File: src/rtl/mc_ctrl_if.sv
// rtl/mc_ctrl_if.sv - unified memory port between the multi-cycle controller and memory
//
// Purpose: groups the single memory request/response handshake.
// Signals:
//    mem_req    - controller requests a memory access this cycle
//    mem_we     - the request is a write
//    i_or_d     - address select: 0 PC (instruction), 1 ALUOut (data)
//    mem_ready  - memory completes the current request this cycle
// Modports:
//    master - controller side (drives request, samples ready)
//    slave  - memory side
interface mc_ctrl_if;
   logic mem_req;
   logic mem_we;
   logic i_or_d;
   logic mem_ready;

   modport master (output mem_req, output mem_we, output i_or_d, input mem_ready);
   modport slave  (input mem_req, input mem_we, input i_or_d, output mem_ready);
endinterface

File: src/rtl/mc_ctrl.sv
// rtl/mc_ctrl.sv - multi-cycle MIPS-subset control unit
//
// Purpose: Moore-style sequencer for fetch/decode/execute/memory/write-back,
// driving datapath mux selects and write strobes, with illegal-opcode trap,
// retired-instruction counter and optional memory bus timeout.
// Optional feature macro: MC_CTRL_TIMEOUT_EN (bus timeout to BUSERR state).
// Parameters:
//    CNT_W           - width of retired-instruction counter
//    TIMEOUT_CYCLES  - wait cycles tolerated per memory request (1..255)
// Ports:
//    clk, rst_n      - clock, asynchronous active-low reset
//    op, func        - opcode and R-type function from the instruction register
//    memBus          - memory handshake (mc_ctrl_if master)
//    reg_dst, ext_op, mem_to_reg, alu_op, alu_src_a, alu_src_b, pc_src - mux selects
//    pc_write, pc_write_cond, ir_write, reg_write - datapath strobes
//    illegal, bus_err      - sticky trap flags
//    instr_retired         - pulse on last cycle of each instruction
//    retired_cnt           - retired instruction count (wraps)
//    state                 - current state for debug
module mc_ctrl #(
   parameter int CNT_W          = 32,
   parameter int TIMEOUT_CYCLES = 15
) (
   input  logic             clk,
   input  logic             rst_n,
   input  logic [5:0]       op,
   input  logic [5:0]       func,
   mc_ctrl_if.master        memBus,
   output logic [1:0]       reg_dst,
   output logic [1:0]       ext_op,
   output logic [1:0]       mem_to_reg,
   output logic [1:0]       alu_op,
   output logic             alu_src_a,
   output logic [1:0]       alu_src_b,
   output logic [1:0]       pc_src,
   output logic             pc_write,
   output logic             pc_write_cond,
   output logic             ir_write,
   output logic             reg_write,
   output logic             illegal,
   output logic             bus_err,
   output logic             instr_retired,
   output logic [CNT_W-1:0] retired_cnt,
   output logic [3:0]       state
);

   localparam logic [5:0] OP_RTYPE = 6'h00;
   localparam logic [5:0] OP_J     = 6'h02;
   localparam logic [5:0] OP_JAL   = 6'h03;
   localparam logic [5:0] OP_BEQ   = 6'h04;
   localparam logic [5:0] OP_ADDIU = 6'h09;
   localparam logic [5:0] OP_ORI   = 6'h0d;
   localparam logic [5:0] OP_LUI   = 6'h0f;
   localparam logic [5:0] OP_LW    = 6'h23;
   localparam logic [5:0] OP_SW    = 6'h2b;
   localparam logic [5:0] FN_JR    = 6'h08;
   localparam logic [5:0] FN_ADDU  = 6'h21;
   localparam logic [5:0] FN_SUBU  = 6'h23;

   localparam logic [7:0] TIMEOUT_LIMIT = 8'(TIMEOUT_CYCLES);

   typedef enum logic [3:0] {
      FETCH   = 4'd0,
      DECODE  = 4'd1,
      MADDR   = 4'd2,
      MREAD   = 4'd3,
      MWB     = 4'd4,
      MWRITE  = 4'd5,
      REXE    = 4'd6,
      RWB     = 4'd7,
      IEXE    = 4'd8,
      IWB     = 4'd9,
      BRANCH  = 4'd10,
      JUMP    = 4'd11,
      JR      = 4'd12,
      ILLEGAL = 4'd13,
      BUSERR  = 4'd14
   } stateT;

   stateT            stateQ, nextState;
   logic [CNT_W-1:0] retiredCntQ;
   logic             illegalQ;
   logic [7:0]       waitCnt;
   logic             timeoutHit;

   // raw strobes, gated by rst_n before leaving the block
   logic memReqRaw, memWeRaw, pcWriteRaw, pcWriteCondRaw, irWriteRaw, regWriteRaw;
   logic retiredRaw;

   logic isRtype, isAddu, isSubu, isJr;

   assign isRtype = (op == OP_RTYPE);
   assign isAddu  = isRtype && (func == FN_ADDU);
   assign isSubu  = isRtype && (func == FN_SUBU);
   assign isJr    = isRtype && (func == FN_JR);

   // waitCnt is 0 whenever the timeout feature is compiled out, so this never fires
   assign timeoutHit = (waitCnt >= TIMEOUT_LIMIT);

   always_comb begin
      nextState      = stateQ;
      memReqRaw      = 1'b0;
      memWeRaw       = 1'b0;
      memBus.i_or_d  = 1'b0;
      pcWriteRaw     = 1'b0;
      pcWriteCondRaw = 1'b0;
      irWriteRaw     = 1'b0;
      regWriteRaw    = 1'b0;
      reg_dst        = 2'b00;
      ext_op         = 2'b00;
      mem_to_reg     = 2'b00;
      alu_op         = 2'b00;
      alu_src_a      = 1'b0;
      alu_src_b      = 2'b00;
      pc_src         = 2'b00;

      case (stateQ)
         FETCH: begin
            memReqRaw = 1'b1;
            alu_src_b = 2'b01;
            if (memBus.mem_ready) begin
               irWriteRaw = 1'b1;
               pcWriteRaw = 1'b1;
               nextState  = DECODE;
            end else if (timeoutHit) begin
               nextState = BUSERR;
            end
         end
         DECODE: begin
            alu_src_b = 2'b11;   // branch target precomputed into ALUOut
            if (op == OP_LW || op == OP_SW)                           nextState = MADDR;
            else if (isAddu || isSubu)                                nextState = REXE;
            else if (op == OP_ORI || op == OP_LUI || op == OP_ADDIU)  nextState = IEXE;
            else if (op == OP_BEQ)                                    nextState = BRANCH;
            else if (op == OP_J || op == OP_JAL)                      nextState = JUMP;
            else if (isJr)                                            nextState = JR;
            else                                                      nextState = ILLEGAL;
         end
         MADDR: begin
            alu_src_a = 1'b1;
            alu_src_b = 2'b10;
            ext_op    = 2'b01;
            nextState = (op == OP_LW) ? MREAD : MWRITE;
         end
         MREAD: begin
            memReqRaw     = 1'b1;
            memBus.i_or_d = 1'b1;
            if (memBus.mem_ready) nextState = MWB;
            else if (timeoutHit)  nextState = BUSERR;
         end
         MWB: begin
            regWriteRaw = 1'b1;
            mem_to_reg  = 2'b01;
            nextState   = FETCH;
         end
         MWRITE: begin
            memReqRaw     = 1'b1;
            memWeRaw      = 1'b1;
            memBus.i_or_d = 1'b1;
            if (memBus.mem_ready) nextState = FETCH;
            else if (timeoutHit)  nextState = BUSERR;
         end
         REXE: begin
            alu_src_a = 1'b1;
            alu_op    = isSubu ? 2'b01 : 2'b00;
            nextState = RWB;
         end
         RWB: begin
            regWriteRaw = 1'b1;
            reg_dst     = 2'b01;
            nextState   = FETCH;
         end
         IEXE: begin
            alu_src_a = 1'b1;
            alu_src_b = 2'b10;
            if (op == OP_ORI) begin
               ext_op = 2'b00;
               alu_op = 2'b10;
            end else if (op == OP_LUI) begin
               ext_op = 2'b10;   // rs is $0, so or-ing yields imm<<16
               alu_op = 2'b10;
            end else begin
               ext_op = 2'b01;
               alu_op = 2'b00;
            end
            nextState = IWB;
         end
         IWB: begin
            regWriteRaw = 1'b1;
            nextState   = FETCH;
         end
         BRANCH: begin
            alu_src_a      = 1'b1;
            alu_op         = 2'b01;
            pcWriteCondRaw = 1'b1;
            pc_src         = 2'b01;
            nextState      = FETCH;
         end
         JUMP: begin
            pcWriteRaw = 1'b1;
            pc_src     = 2'b10;
            if (op == OP_JAL) begin
               regWriteRaw = 1'b1;
               reg_dst     = 2'b10;
               mem_to_reg  = 2'b10;
            end
            nextState = FETCH;
         end
         JR: begin
            pcWriteRaw = 1'b1;
            pc_src     = 2'b11;
            nextState  = FETCH;
         end
         ILLEGAL: nextState = ILLEGAL;
         BUSERR:  nextState = BUSERR;
         default: nextState = FETCH;
      endcase

      retiredRaw = (nextState == FETCH) && (stateQ != FETCH);
   end

   assign memBus.mem_req = memReqRaw      & rst_n;
   assign memBus.mem_we  = memWeRaw       & rst_n;
   assign pc_write       = pcWriteRaw     & rst_n;
   assign pc_write_cond  = pcWriteCondRaw & rst_n;
   assign ir_write       = irWriteRaw     & rst_n;
   assign reg_write      = regWriteRaw    & rst_n;
   assign instr_retired  = retiredRaw     & rst_n;

   always_ff @(posedge clk or negedge rst_n) begin
      if (!rst_n) begin
         stateQ      <= FETCH;
         retiredCntQ <= '0;
         illegalQ    <= 1'b0;
      end else begin
         stateQ <= nextState;
         if (retiredRaw) retiredCntQ <= retiredCntQ + CNT_W'(1);
         if (nextState == ILLEGAL) illegalQ <= 1'b1;
      end
   end

`ifdef MC_CTRL_TIMEOUT_EN
   logic busErrQ;

   // counts consecutive wait cycles of the current request; any completed
   // request or non-request cycle starts the next request from zero
   always_ff @(posedge clk or negedge rst_n) begin
      if (!rst_n) begin
         waitCnt <= 8'd0;
         busErrQ <= 1'b0;
      end else begin
         if (memReqRaw && !memBus.mem_ready) waitCnt <= waitCnt + 8'd1;
         else                                waitCnt <= 8'd0;
         if (nextState == BUSERR) busErrQ <= 1'b1;
      end
   end

   assign bus_err = busErrQ;
`else
   assign waitCnt = 8'd0;
   assign bus_err = 1'b0;
`endif

   assign illegal     = illegalQ;
   assign retired_cnt = retiredCntQ;
   assign state       = stateQ;

endmodule
File: src/flat_wrapper.sv
// flat-port wrapper written by rule: the top's interface ports become plain ports
module mc_ctrl_flat 
#(
   parameter int CNT_W          = 32,
   parameter int TIMEOUT_CYCLES = 15
)
  (clk, rst_n, op, func, reg_dst, ext_op, mem_to_reg, alu_op, alu_src_a, alu_src_b, pc_src, pc_write, pc_write_cond, ir_write, reg_write, illegal, bus_err, instr_retired, retired_cnt, state, memBus_mem_req, memBus_mem_we, memBus_i_or_d, memBus_mem_ready);
  mc_ctrl_if memBus_i ();
  input  logic clk;
  input  logic rst_n;
  input  logic [5:0] op;
  input  logic [5:0] func;
  output logic [1:0] reg_dst;
  output logic [1:0] ext_op;
  output logic [1:0] mem_to_reg;
  output logic [1:0] alu_op;
  output logic alu_src_a;
  output logic [1:0] alu_src_b;
  output logic [1:0] pc_src;
  output logic pc_write;
  output logic pc_write_cond;
  output logic ir_write;
  output logic reg_write;
  output logic illegal;
  output logic bus_err;
  output logic instr_retired;
  output logic [CNT_W-1:0] retired_cnt;
  output logic [3:0] state;
  output wire logic [$bits(memBus_i.mem_req)-1:0] memBus_mem_req;
  output wire logic [$bits(memBus_i.mem_we)-1:0] memBus_mem_we;
  output wire logic [$bits(memBus_i.i_or_d)-1:0] memBus_i_or_d;
  input wire logic [$bits(memBus_i.mem_ready)-1:0] memBus_mem_ready;
  assign memBus_mem_req = memBus_i.mem_req;
  assign memBus_mem_we = memBus_i.mem_we;
  assign memBus_i_or_d = memBus_i.i_or_d;
  assign memBus_i.mem_ready = memBus_mem_ready;
  mc_ctrl #(.CNT_W(CNT_W), .TIMEOUT_CYCLES(TIMEOUT_CYCLES)) u_core (.clk(clk), .rst_n(rst_n), .op(op), .func(func), .memBus(memBus_i), .reg_dst(reg_dst), .ext_op(ext_op), .mem_to_reg(mem_to_reg), .alu_op(alu_op), .alu_src_a(alu_src_a), .alu_src_b(alu_src_b), .pc_src(pc_src), .pc_write(pc_write), .pc_write_cond(pc_write_cond), .ir_write(ir_write), .reg_write(reg_write), .illegal(illegal), .bus_err(bus_err), .instr_retired(instr_retired), .retired_cnt(retired_cnt), .state(state));
endmodule
File: config.mk
export PLATFORM = sky130hd
export DESIGN_NAME = mc_ctrl_flat
export DESIGN_NICKNAME = d
export VERILOG_FILES = /design/src/rtl/mc_ctrl_if.sv /design/src/rtl/mc_ctrl.sv /design/src/flat_wrapper.sv
export SDC_FILE = /design/constraint.sdc
export NUM_CORES = 1
export LEC_CHECK = 0
export BUFFER_PORTS_ARGS = -buffer_cell sky130_fd_sc_hd__buf_2
export CORE_ASPECT_RATIO = 1.2
export CORE_MARGIN = 2
export CORE_UTILIZATION = 35
export CTS_CLUSTER_DIAMETER = 40
export DETAILED_ROUTE_END_ITERATION = 12
export PLACE_DENSITY = 0.57
export SLEW_MARGIN = 20
export SYNTH_ARGS = -nofsm -noshare
export SYNTH_HDL_FRONTEND = slang
export SYNTH_SLANG_ARGS = --single-unit
File: constraint.sdc
create_clock -name clk -period 5.7 [get_ports clk]
set_clock_uncertainty 0.05 [all_clocks]
set_input_delay 0.855 -clock clk [delete_from_list [all_inputs] [get_ports clk]]
set_output_delay 0.855 -clock clk [all_outputs]
set_load 0.05 [all_outputs]
# Word-level counts from Yosys, hierarchy flattened
# Index checks and enable logic that the tools add are counted.
word_totals:
  regBits: 37
  in_bits: 15
  out_inout_bits: 59
  elab_cells: 89
classes:
  n_addsub: 1
  eq_ne: 26
  mux: 33
  n_bitwise: 7
  reduce_logical: 19
ops:
  columns: ["op", "count"]
  rows:
  - ["4-bit case mux with 9 select lines", 1]
  - ["32-bit by 1-bit adder with 32-bit output (second input constant)", 1]
  - ["4-bit equality test (second input constant)", 8]
  - ["4-bit 2-to-1 mux", 8]
  - ["6-bit by 4-bit equality test with 1-bit output (second input constant)", 4]
  - ["6-bit equality test (second input constant)", 4]
  - ["2-bit case mux with 3 select lines", 3]
  - ["4-bit by 3-bit equality test with 1-bit output (second input constant)", 4]
  - ["6-bit by 2-bit equality test with 1-bit output (second input constant)", 2]
  - ["2-bit case mux with 2 select lines", 3]
  - ["1-bit 2-to-1 mux", 10]
  - ["2-bit 2-to-1 mux", 5]
  - ["4-bit by 2-bit equality test with 1-bit output (second input constant)", 2]
  - ["4-bit zero test", 2]
  - ["1-bit AND", 7]
  - ["6-bit by 3-bit equality test with 1-bit output (second input constant)", 1]
  - ["6-bit zero test", 1]
  - ["2-bit OR reduction", 3]
  - ["3-bit OR reduction", 2]
  - ["1-bit logical OR", 5]
  - ["4-bit by 1-bit equality test with 1-bit output (second input constant)", 1]
  - ["1-bit logical AND", 4]
  - ["1-bit case mux with 2 select lines", 2]
  - ["4-bit nonzero test", 1]
  - ["other kinds (2)", 2]

# Logic depth before layout (Yosys ltp)
logic_depth:
  word_depth: 12
  mapped_depth: 10
  mapped_depth_nobuf: 7

# Least setup slack after synthesis
# OpenSTA, ideal clock, no wires.
synth_timing:
  path_kind: "in2out"
  startpoint: "input port op[3]"
  endpoint: "output port reg_write"
  t_arrival_ns: 3.672
  required_ns: 4.795
  path_slack_ns: 1.123
  stages: 5
  path_buffers: 0
  cell_sequence: "or2_1 > or4_2 > nor3_1 > a211oi_1 > nor2_1"
synth_via:
  elab_chain_cells: 4
synth_lines:
  columns: ["element", "line_no", "text"]
  rows:
  - ["from (decl)", "flat_wrapper.sv:11", "input logic [5:0] op;"]
  - ["6-bit by 2-bit equality test with 1-bit output", "mc_ctrl.sv:202", "if (op == OP_JAL) begin"]
  - ["1-bit 2-to-1 mux", "mc_ctrl.sv:202", null]
  - ["1-bit case mux with 2 select lines", "mc_ctrl.sv:117", "case (stateQ)"]
  - ["1-bit AND", "mc_ctrl.sv:227", "assign reg_write = regWriteRaw & rst_n;"]
  - ["to (decl)", "flat_wrapper.sv:23", "output logic reg_write;"]
# Every way passes these cells.

# Worst setup path in the final report
layout_timing:
  startpoint: "register u_core.stateQ[0], in the netlist u_core.state[0]"
  endpoint: "output port instr_retired"
layout_via:
  elab_chain_cells: 5
  elab_cells_between_ends: 17
  classes_between: "eq/ne: 8; mux: 4; bitwise: 1; reduce/logical: 4"
layout_lines:
  columns: ["element", "line_no", "text"]
  rows:
  - ["from (decl)", "mc_ctrl.sv:80", "stateT stateQ, nextState;"]
  - ["from (signal assigned)", "mc_ctrl.sv:236", "stateQ <= nextState;"]
  - ["4-bit equality test (tied with other cells)", "mc_ctrl.sv:117", null]
  - ["4-bit case mux with 9 select lines *", "mc_ctrl.sv:117", null]
  - ["named net u_core.nextState[2]", "mc_ctrl.sv:80", null]
  - ["4-bit zero test *", "mc_ctrl.sv:219", "retiredRaw = (nextState == FETCH) && (stateQ != FETCH);"]
  - ["1-bit logical AND *", "mc_ctrl.sv:219", null]
  - ["1-bit AND *", "mc_ctrl.sv:228", "assign instr_retired = retiredRaw & rst_n;"]
  - ["to (decl)", "flat_wrapper.sv:26", "output logic instr_retired;"]
# The timed path passes the listed nets; every way through them passes the cells marked *.

==> impl_summary.log <==
INFO  metric cts_hold_buffers = 0
INFO  metric layout_fillers = 659
INFO  metric antenna_fix_cells = 0
INFO  metric ys_seq_area_frac = 0.399
INFO  metric grt_pass1_vias = 1,814
INFO  metric power_density = 436 nW/um^2
INFO  metric max_slew.worst_pin.slew = 718 ps
INFO  metric min_period_over_period = 0.713
INFO  metric maxSlewViolCount = 0
INFO  metric synth_enable_flop_cells = 0
INFO  metric setup.reg_to_reg.worst_slack = 2680 ps
INFO  metric type_of_the_tightest_min_delay_check = reg -> reg
INFO  metric cts_repair_resize_count = 0
INFO  metric synth.top_cell.area_share = 0.399
INFO  metric wirelength = 5.39 mm
INFO  metric hold_viol = 0
INFO  metric clock-root-buffer = clkbuf_8
INFO  metric clk_pin_slew_worst_paths = 80 ps
INFO  metric synth_most_common_cell = dfrtp_1
INFO  metric synth_area_per_cell = 9.59 um^2
INFO  metric numClockSinks = 37
INFO  metric max_cap_violations = 0
INFO  metric core-area = 6410 um^2
INFO  metric critical_path.endpoint_type = primary output
INFO  metric worstHoldStart = u_core.retired_cnt[31]
INFO  metric cts.path.max_buffers = 2
INFO  metric worst_path_max_delay_cell = nor4_1
INFO  metric largest_net_degree_at_the_start_of_global_routing = 40
INFO  metric overflow = 0
INFO  metric fp.dieArea = 7300 um^2
INFO  metric floorplan.die.width = 78.3 um
INFO  metric critical_path.startpoint_type = register
INFO  metric num_rows = 32
INFO  metric worst_r2r_path_depth = 8
INFO  metric drt-initial-drc-count = 52
INFO  metric synthCells = 242
INFO  metric initial_utilization = 0.362
INFO  metric design.portCount = 74
INFO  metric postSynthRegisterBits = 37
INFO  metric post-dp-hpwl = 3.88 mm
INFO  metric post_synth_main_area_contributors = dfrtp_1, xnor2_1, nand3_1, buf_6, and3_1
INFO  metric tns = 0 ps
INFO  metric critPathMaxFanout = 33
INFO  metric finalWeightedCongestion = 0.781
INFO  metric rsz0062_at_grt = no
INFO  metric holdPathEnd = u_core.retired_cnt[31]
INFO  metric worstReg2RegStart = u_core.state[0]
INFO  metric synth.top_cells.by_count = dfrtp_1, xnor2_1, nand3_1
INFO  metric ir_drop = 154 uV
INFO  metric globalRouteTotalUtil = 0.151
INFO  metric top_ff_cell_synth = dfrtp_1
INFO  metric maxClockFrequency = 246 MHz
INFO  metric clock_tree.htree_level_count = 2
INFO  metric total_leakage_power = 1.33 nW
INFO  metric crit_required = 4800 ps
INFO  metric finalCriticalPeriod = 4070 ps
INFO  metric grt_antenna_before_repair = 0
INFO  metric worst_hold_path.num_cells = 1
INFO  metric port_buffers = 72
INFO  metric outcome = completed
INFO  metric final_nets = 323
INFO  metric synthesized_netlist_net_count = 258
INFO  metric die_ht = 93.2 um
INFO  metric synth_cell_types = 52
INFO  metric final-setup-viol-count = 0
INFO  metric cts_setup_buffers = 0
INFO  metric route.detailed.vias_per_inst = 5.06
INFO  metric remaining_drc_errors = 0
INFO  metric layout-drive-gt1-share = 0.305
INFO  metric asyncSetResetFlopFracSynth = 1.00
INFO  metric global_route_wire_length_before_repair = 8.67 mm
INFO  metric routed_wire_length_per_instance = 13.7 um
INFO  metric netlist_area = 2320 um^2
INFO  metric slew-limit-headroom = 0.517
INFO  metric tritoncts_clock_tree = yes
INFO  metric endpoint_of_the_lowest_slack_register_to_register_path = u_core.retired_cnt[3]
INFO  metric critPathKind = reg -> out
INFO  metric flow.area_growth_from_synthesis = 17.9%
INFO  metric worstPathArrival = 3160 ps
INFO  metric total_cts_buffers = 5
INFO  metric ant_nets = 0
INFO  metric via_count = 1,987
INFO  metric synth_largest_area_cell = dfrtp_1
INFO  metric drt_pass1_iterations = 4
INFO  metric hold-worst-slack = 418 ps
INFO  metric worstPathCellList = inv_1 > nor4_1 > nand2_1 > o221ai_2 > nor4_4 > buf_4 > and2_1 > buf_2
INFO  metric yosysWarningCount = 0
INFO  metric clock_insertion_delay_worst_skew = 290 ps
INFO  metric timing.critical_path.slowest_cell_delay = 710 ps
==> per-layer routing <==
layer,part of all wire,wire length (um),vias up,GRT usage
li1,-,-,990,-
met1,0.43,2330,928,0.189
met2,0.49,2650,62,0.255
met3,0.060,323,7,0.0309
met4,0.015,79,0,0.0570
met5,0,0,-,0
==> critical path, delay by kind of cell (launching register included) <==
| kind | cells | cell delay, ps |
|---|---|---|
| compound gates | 1 | 300 |
| simple gates | 4 | 1130 |
| buf+inv | 3 | 760 |
| flops | 1 | 670 |
==> how the worst max path moves through the flow <==
stage | slack [ps] | to | cells past startpoint | start
after global routing | 1460 | instr_retired | 8 | u_core.state[0]
after floorplan | 1120 | reg_write | 5 | op[3]
after global placement | 1880 | instr_retired | 9 | op[1]
after detailed placement | 1820 | instr_retired | 9 | op[1]
after CTS | 1650 | instr_retired | 8 | u_core.state[0]
final | 1630 | instr_retired | 8 | u_core.state[0]
==> cells in the final DEF (no fill, tap or decap), types with 9 or more instances in the layout <==
master	synthesis	layout
xnor2_1	29	29
dfrtp_1	37	37
nand4_1	13	13
nand3_1	26	26
nor3_1	9	9
nand2_1	19	19
and3_1	14	14
buf_2	3	72
nor2_1	12	12
==> sequential cells by signal, indices dropped and copies added (netlist names) <==
| signal | flops |
|---|---|
| u_core.retired_cnt | 32 |
| u_core.state | 4 |
| u_core.illegal | 1 |
==> through the flow <==
stage	power [mW]	instance area (um^2)	utilization	instances	setup slack, ps
floorplan	0.943	2320	-	242	1120
global placement	1.02	2650	0.414	385	1880
detailed placement	1.03	2650	0.414	385	1820
CTS	1.20	2740	0.427	393	1650
global route	1.26	2740	0.427	393	1460
finish	1.19	2740	0.427	393	1630
==> power breakdown <==
| part | total (mW) | internal, mW | switching [mW] |
|---|---|---|---|
| Sequential | 0.372 | 0.295 | 0.0771 |
| Combinational | 0.642 | 0.182 | 0.460 |
| Clock | 0.178 | 0.0848 | 0.0934 |
| Total | 1.19 | 0.562 | 0.630 |
==> area by class of cell <==
| type | instances | area, um^2 | share of cell area |
|---|---|---|---|
| sequential | 37 | 926 | 0.338 |
| multi-input combinational | 185 | 1230 | 0.450 |
| timing repair buffer | 74 | 375 | 0.137 |
| clock buffer | 6 | 72.6 | 0.0265 |
| inverter | 4 | 15.0 | 0.00549 |
| tap | 85 | 106 | 0.0389 |
| clock inverter | 2 | 10.0 | 0.00366 |
==> logic make-up after synthesis <==
logic type,Yosys count,share of synthesized area
AND/OR/NAND/NOR,125,0.316
flip-flops,37,0.399
XOR/XNOR,32,0.121
AO/OA/AOI/OAI,24,0.0776
buffers and inverters,20,0.0706
multiplexers,2,0.00916
adder cells (fa/ha/maj),1,0.00539
other,1,0.00162
Note: power is estimated with default switching activity, not from simulation.
